$ cat src/rtl/store_buf_pkg.sv
// Shared types and defaults for the store buffer and its address comparator.
package store_buf_pkg;

    localparam int DEF_DEPTH = 4;
    localparam int DEF_AW    = 32;
    localparam int DEF_DW    = 32;
    localparam int DEF_PTR_W = $clog2(DEF_DEPTH);

    typedef struct packed {
        logic [DEF_AW-1:0] addr;
        logic [DEF_DW-1:0] data;
    } entry_t;

    typedef enum logic [1:0] {
        NONE,
        LOAD,
        DRAIN
    } owner_e;

endpackage

$ cat src/rtl/store_buf_match.sv
// Compares a load address against every valid queued store and reports the youngest match.
module store_buf_match
    import store_buf_pkg::*;
#(
    parameter int DEPTH = DEF_DEPTH,
    parameter int AW    = DEF_AW,
    parameter int PW    = $clog2(DEPTH)
) (
    input  logic [AW-1:0]    i_addr [DEPTH],
    input  logic [DEPTH-1:0] i_valid,
    input  logic [PW-1:0]    i_head,
    input  logic [AW-1:0]    i_cpu_addr,
    output logic             o_hit,
    output logic [PW-1:0]    o_idx
);

    logic [PW-1:0] w_slot;

    // Walk from oldest (head) to youngest so the last match seen wins.
    always_comb begin
        o_hit  = 1'b0;
        o_idx  = i_head;
        w_slot = i_head;
        for (int k = 0; k < DEPTH; k++) begin
            w_slot = i_head + PW'(k);
            if (i_valid[w_slot] && (i_addr[w_slot] == i_cpu_addr)) begin
                o_hit = 1'b1;
                o_idx = w_slot;
            end
        end
    end

endmodule

$ cat src/rtl/store_buffer.sv
// Store buffer owning the single dataMemory port; stores retire on spare bus cycles.
// Define STORE_BUF_FWD_EN for youngest-match load forwarding; otherwise matching loads stall.
module store_buffer
    import store_buf_pkg::*;
#(
    parameter int DEPTH = DEF_DEPTH,
    parameter int AW    = DEF_AW,
    parameter int DW    = DEF_DW
) (
    input  logic          clk,
    input  logic          rst_n,
    input  logic          cpu_we,
    input  logic          cpu_re,
    input  logic [AW-1:0] cpu_addr,
    input  logic [DW-1:0] cpu_wdata,
    output logic [DW-1:0] cpu_rdata,
    output logic          cpu_stall,
    input  logic          flush,
    output logic          empty,
    output logic [AW-1:0] mem_addr,
    output logic [DW-1:0] mem_wdata,
    output logic          mem_we,
    output logic          mem_re,
    input  logic [DW-1:0] mem_rdata
);

    localparam int PW = $clog2(DEPTH);
    localparam int CW = PW + 1;

    logic [AW-1:0]    r_addr [DEPTH];
    logic [DW-1:0]    r_data [DEPTH];
    logic [PW-1:0]    r_head;
    logic [PW-1:0]    r_tail;
    logic [CW-1:0]    r_count;

    logic [DEPTH-1:0] w_valid;
    logic             w_hit;
    logic [PW-1:0]    w_idx;
    logic             w_full;
    logic             w_load_go;
    logic             w_push;
    logic             w_pop;
    owner_e           w_owner;

    // Slot i is live when its distance from head is below the occupancy.
    always_comb begin
        for (int i = 0; i < DEPTH; i++) begin
            w_valid[i] = (CW'(PW'(PW'(i) - r_head)) < r_count);
        end
    end

    store_buf_match #(
        .DEPTH (DEPTH),
        .AW    (AW),
        .PW    (PW)
    ) u_match (
        .i_addr     (r_addr),
        .i_valid    (w_valid),
        .i_head     (r_head),
        .i_cpu_addr (cpu_addr),
        .o_hit      (w_hit),
`ifdef STORE_BUF_FWD_EN
        .o_idx      (w_idx)
`else
        .o_idx      ()
`endif
    );

`ifndef STORE_BUF_FWD_EN
    assign w_idx = '0;
`endif

    assign w_full = (r_count == CW'(DEPTH));
    assign empty  = (r_count == '0);

`ifdef STORE_BUF_FWD_EN
    assign w_load_go = cpu_re;
`else
    assign w_load_go = cpu_re && !w_hit;
`endif

    always_comb begin
        w_owner = NONE;
        if (w_load_go) begin
            w_owner = LOAD;
        end else if (!empty && ((!cpu_we && !cpu_re) || flush ||
                                (cpu_we && w_full) || (cpu_re && w_hit))) begin
            w_owner = DRAIN;
        end
    end

    // A simultaneous store and load is a protocol error; the store is dropped.
    assign w_push = cpu_we && !cpu_re && !w_full;
    assign w_pop  = (w_owner == DRAIN);

    always_comb begin
        mem_we    = 1'b0;
        mem_re    = 1'b0;
        mem_addr  = '0;
        mem_wdata = '0;
        case (w_owner)
            LOAD: begin
                mem_re   = 1'b1;
                mem_addr = cpu_addr;
            end
            DRAIN: begin
                mem_we    = 1'b1;
                mem_addr  = r_addr[r_head];
                mem_wdata = r_data[r_head];
            end
            default: ;
        endcase
    end

    always_comb begin
        cpu_rdata = '0;
        cpu_stall = cpu_we && !cpu_re && w_full;
        if (cpu_re) begin
`ifdef STORE_BUF_FWD_EN
            cpu_rdata = w_hit ? r_data[w_idx] : mem_rdata;
`else
            cpu_rdata = mem_rdata;
            cpu_stall = w_hit;
`endif
        end
    end

    always_ff @(posedge clk or negedge rst_n) begin
        if (!rst_n) begin
            r_head  <= '0;
            r_tail  <= '0;
            r_count <= '0;
        end else begin
            if (w_push) r_tail <= r_tail + PW'(1);
            if (w_pop)  r_head <= r_head + PW'(1);
            r_count <= r_count + CW'(w_push) - CW'(w_pop);
        end
    end

    // Entry payload is qualified by the pointers, so it carries no reset.
    always_ff @(posedge clk) begin
        if (w_push) begin
            r_addr[r_tail] <= cpu_addr;
            r_data[r_tail] <= cpu_wdata;
        end
    end

endmodule

$ cat config.mk
export PLATFORM = sky130hd
export DESIGN_NAME = store_buffer
export DESIGN_NICKNAME = d
export VERILOG_FILES = /design/src/rtl/store_buf_pkg.sv /design/src/rtl/store_buf_match.sv /design/src/rtl/store_buffer.sv
export SDC_FILE = /design/constraint.sdc
export NUM_CORES = 1
export LEC_CHECK = 0
export ABC_AREA = 1
export CAP_MARGIN = 20
export CORE_ASPECT_RATIO = 1.75
export CORE_MARGIN = 4
export CORE_UTILIZATION = 49
export DETAILED_ROUTE_END_ITERATION = 6
export PLACE_DENSITY = 0.69
export SKIP_CTS_REPAIR_TIMING = 1
export SYNTH_ARGS = -nofsm -noshare
export SYNTH_HDL_FRONTEND = slang
export SYNTH_SLANG_ARGS = --single-unit
$ cat constraint.sdc
create_clock -name clk -period 6.1 [get_ports clk]
set_input_delay 0.915 -clock clk [delete_from_list [all_inputs] [get_ports clk]]
set_output_delay 0.915 -clock clk [all_outputs]
set_load 0.01 [all_outputs]
==> results.yml <==
status:
  outcome: "finished, final reports clean"
power:
  p_sw_mw: 3.84
  p_sw_share_pct: 45.1
  powerDensity_nw_per_um2: 454
  seqPwrFrac_pct: 27.4
  internal_power_mw: 4.67
  ir_drop_mv: 0.356
  combPwrFrac_pct: 54.6
  power_leakage_nw: 8.16
  clkPwrFrac_pct: 18.1
  power_mw: 8.51
timing:
  max_slew_margin_pct: 31.8
  worst_slack_ns: 0.402
  rsz0062_at_grt: "no"
  fin_worst_skew_ns: 0.0113
  finalCriticalPeriod_ns: 5.70
  hold_viol_final: 0
  fin_crit_sh_pct: 93.4
  final-setup-viol-count: 0
  fmax_mhz: 176
  finalSetupTns_ns: 0
  tightest_slew_ns: 1.02
  drv_slew: 0
clock_network:
  clock_path_buffers: 3
  cts_tree: "done"
  clk_latency_ns: 0.54
  path_clk_slew_ns: 0.06
  cts_sinks: 263
  h-tree-depth: 1
  cts_buffers: 25
  cts_root_buf: "clkbuf_16"
global_route:
  gr-usage-met3_pct: 4.03
  grt_max_degree: 67
  grt_pass1_vias: 13700
  busiest_layer: "met2"
  grt_pass1_wl_um: 70800
  grt_overflow: 0
  grt_antenna_before_repair: 2
  grt_util_met1_pct: 28.7
  grtUsageMet2_pct: 46.3
  grt_use_total_pct: 25.7
synthesis:
  ys_top_cells_by_area: "edfxtp_1 50%, nand2_1 22%, nand3_1 7.2%"
  synthArstFlopShare_pct: 2.66
  yosys.area.top_type: "edfxtp_1"
  synth_top_cells_by_count: "900 x nand2_1, 256 x edfxtp_1, 222 x nand3_1"
  ys_types: 29
  syn_avg_cell_area_um2: 7.80
  yosys_register_bits: 263
  synth_ff_type: "edfxtp_1"
  post-synth-top-count-cell: "nand2_1"
  netlist_instances: 1990
  synth_edf_count: 256
  synth_nets: 2101
  syn_area_um2: 15500
  yosysSeqAreaShare_pct: 50.7
  yosysWarnings: 0
  synthDominantCellAreaShare_pct: 49.6
worst_setup_path:
  path_class: "reg -> out"
  path_max_fanout: 66
  endpoint_kind: "primary output"
  startpoint_type: "flip-flop"
  cp_data_arrival_time_ns: 4.78
  cp.required_ns: 5.18
die:
  die_area_um2: 34700
  row_count: 86
  initial_core_util_pct: 49.4
  core_area_um2: 31400
  dieHeight_um: 243
  io_pins: 201
  die_x_um: 143
placement:
  place_hpwl_um: 31400
  pre_cts_ws_ns: 0.950
  port_buffers: 200
  finalWeightedCongestion: 0.921
drt:
  vias: 14100
  ant_nets: 0
  route.detailed.wl_per_inst_um: 17.7
  routed_via_density: 5.49
  first_pass_iters: 6
  drt-initial-drc-count: 1002
  drc: 0
  routed_wirelength_um: 45300
cells_and_area:
  drive_gt1_share_pct: 4.16
  area_growth_pct: 20.8
  fin_nets: 2258
worst_hold_path:
  hold_class: "reg -> reg"
run:
  max_cap_violations: 0
[per-stage QoR]
stage               utilization (%)  hold WS (ns)  cells  instance area (µm²)
finish                         59.6         0.550   2563                18700
global route                   59.6         0.578   2563                18700
CTS                            59.6         0.544   2561                18700
detailed placement             57.1         0.531   2516                17900
global placement               57.1         0.523   2516                17900
floorplan                         -         0.494   1990                15500
[worst max-delay path, cell delays in order (launching register included)]
cell	delay, ns
dfrtp_4	0.64
inv_2	0.12
buf_4	0.69
ha_1	0.37
nor2_1	0.09
nand2_1	0.08
o211ai_1	0.12
nand3_1	0.11
nand2_1	0.12
nor2_1	0.06
nand3_1	0.08
nor2_1	0.04
nor2_1	0.13
nand3_2	0.22
inv_2	0.46
buf_12	0.21
nand2_1	0.05
nand2_1	0.08
clkdlybuf4s50_1	0.53
[power by group through the flow]
stage / clock [mW] / combinational [mW] / sequential (mW)
floorplan: 0 / 3.17 / 2.31
global placement: 0 / 4.55 / 2.36
detailed placement: 0 / 4.62 / 2.37
CTS: 1.56 / 4.64 / 2.33
global route: 1.64 / 5.19 / 2.35
finish: 1.54 / 4.64 / 2.33
[area by class of cell]
class,instances,area (µm²)
Antenna cell,2,5.00
Clock buffer,31,668
Clock inverter,14,135
Fill cell,2857,12700
Inverter,141,532
Multi-Input combinational cell,1482,6660
Sequential cell,263,7870
Tap cell,396,495
Timing Repair Buffer,234,2370
[final timing paths]
kind                           start          end  slack, ns  cells after the start
min reg2reg                r_tail[0]    r_tail[0]       0.55                      1
min in group asynchronous      rst_n    r_tail[1]       0.63                      1
max                        r_head[1]  mem_addr[7]       0.40                     18
min                        r_tail[0]    r_tail[0]       0.55                      1
max in group asynchronous      rst_n    r_head[1]       5.19                      1
max reg2reg                r_head[0]   r_count[2]       1.60                     22
[registers in the layout, indices dropped and copies added, names as in the netlist]
name and count:
r_data 128, r_addr 128, r_head 2, r_count 3, r_tail 2
[cell families after synthesis]
logic type / Yosys count / synth area share, %
AND/OR/NAND/NOR: 1266 / 33.3
flip-flops: 263 / 50.7
buffers and inverters: 245 / 6.57
AO/OA/AOI/OAI: 182 / 7.25
XOR/XNOR: 24 / 1.36
adder cells (fa/ha/maj): 10 / 0.855
[routing by layer]
layer	share of wire [%]	wire, µm
met1	36	16400
met3	6.4	2880
met4	5.2	2370
met2	52	23600
met5	0	0
[placed cells by master, fill, tap and decap left out, drive strengths merged]
cell           count
nand2            902
edfxtp           256
nand3            223
clkdlybuf4s50    200
inv              142
nor2             106
o21ai             77
o211ai            37
a21oi             35
buf               34
a221oi            32
clkbuf            31
nand3b            29
xor2              23
ha                 9
clkinv             9
dfrtp              7
diode              2
or2                2
nor3               2
clkinvlp           2
bufinv             2
a31oi              1
nand4              1
xnor2              1
and2               1
fa                 1
Power figures use the tool's default switching activity.
==> variant (config.mk and constraints unchanged) <==
Add a define of `STORE_BUF_FWD_EN`.
--- a/src/rtl/store_buffer.sv
+++ b/src/rtl/store_buffer.sv
@@ -1,5 +1,7 @@
 // Store buffer owning the single dataMemory port; stores retire on spare bus cycles.
 // Define STORE_BUF_FWD_EN for youngest-match load forwarding; otherwise matching loads stall.
+`define STORE_BUF_FWD_EN
+
 module store_buffer
     import store_buf_pkg::*;
 #(
Formal check against the unedited RTL: not equivalent (a bounded check fails within 4 cycles, from zero or initial values and one cycle with rst_n low).
==> variant against the unedited design <==
  * Combinational power up 14%
  * Cell area up 7.2%
  * Clock skew up 0.0054 ns
  * Synthesized area up 8.6%
  * Wire length up 15%
  * Cell count up 13%
  * Largest cell class unchanged
  * Setup slack better by 0.044 ns
  * Power up 9.4%
  * Sequential cell count unchanged
  * Critical path depth up 4
  * Global-route usage up 1.3 points
  * Highest routed layer unchanged
==> variant: results (changes against the unedited design) <==
Filler Cells Inserted -> 3149 (+10%)
Max Fanout on Critical Path -> 84 (+27%)
DP HPWL -> 35.4 mm (+13%)
M1 GR Usage -> 29.9% (+1.3 points)
synth unique cells -> 35 (+21%)
met2 Use GR -> 49.3% (+3.0 points)
pin count of the biggest net entering global routing -> 85 (+27%)
WP data arrival -> 4.74 ns (-0.04 ns)
worst reg2reg path depth -> 4 (-82%)
CTS Buf Count -> 26 (+4.0%)
slowest stage delay, CP -> 0.63 ns (-0.06 ns)
First DRT Iteration DRCs -> 969 (-3.3%)
Peak VDD IR -> 0.325 mV (-8.7%)
outcome -> complete, no violations
final std cells w/o fill -> 2884 (+13%)
Leak -> 0.00890 uW (+9.1%)
FF/Latch Area -> 0.00787 sq mm (about the same)
Critical Path Source -> r_head[0]
initial antenna violation count -> 1 (-1)
Hold Crit Start -> r_tail[1]
first-pass GRT wire length -> 80.6 mm (+14%)
met3 wire len -> 3.48 mm (+21%)
all-layer global routing usage -> 27.0% (+1.3 points)
Final nets -> 2519 (+12%)
Mean Syn Cell Area -> 7.43 sq um (-4.7%)
Metal-1 WL -> 18.6 mm (+13%)
metal2 WL -> 26.8 mm (+13%)
worst r2r src -> r_count[2]
vias in the first global route -> 15564 (+14%)
GP Congestion -> 0.913 (-0.86%)
clk_lat worst skew -> 0.56 ns (+0.02 ns)
layout cells sized above 1 -> 4.65% (+0.50 points)
clock buf count -> 27 (-13%)
Seq cells -> 263 (unchanged)
buffering overhead -> 11.9% (-0.74 points)
comb_multi_in -> 1702 (+15%)
critical path's slowest cell -> dfrtp_4
WL per Instance -> 18.0 um (+2.1%)
Slew @ Worst Pin -> 1.05 ns (+0.0269 ns)
sequential share of the synthesized area -> 46.7% (-4.0 points)
GRT met3 Usage -> 3.21% (-0.82 points)
==> variant: cell count changes in the layout (fill, tap and decap cells not counted), sizes merged, moves of 31 or more <==
| cell | delta |
|---|---|
| a221oi | -32 |
| inv | +39 |
| nand2 | +65 |
| nand3 | +125 |
| nor2 | -35 |
| nor3 | +31 |
| o22ai | +96 |
==> variant: power breakdown <==
group	switching (uW)	internal, uW
clock	718	943
combinational	3550	1760
sequential	133	2210
==> variant: final timing paths <==
check                      slack, ns             to
min reg2reg                     0.61      r_tail[1]
max                             0.45  cpu_rdata[13]
min in group asynchronous       0.63      r_tail[1]
max reg2reg                     3.28     r_addr[55]
min                             0.61      r_tail[1]
max in group asynchronous       5.20      r_head[0]
==> variant: logic make-up (layout without fill, tap and decap cells) <==
kind of cell	Yosys count	in the layout	synth area share, %
compound gates	215	215	7.34
fa+ha+maj	10	10	0.787
buf+inv	304	463	7.88
other cells	0	1	0
simple gates	1446	1446	35.7
flops	263	263	46.7
xor+xnor	31	31	1.61
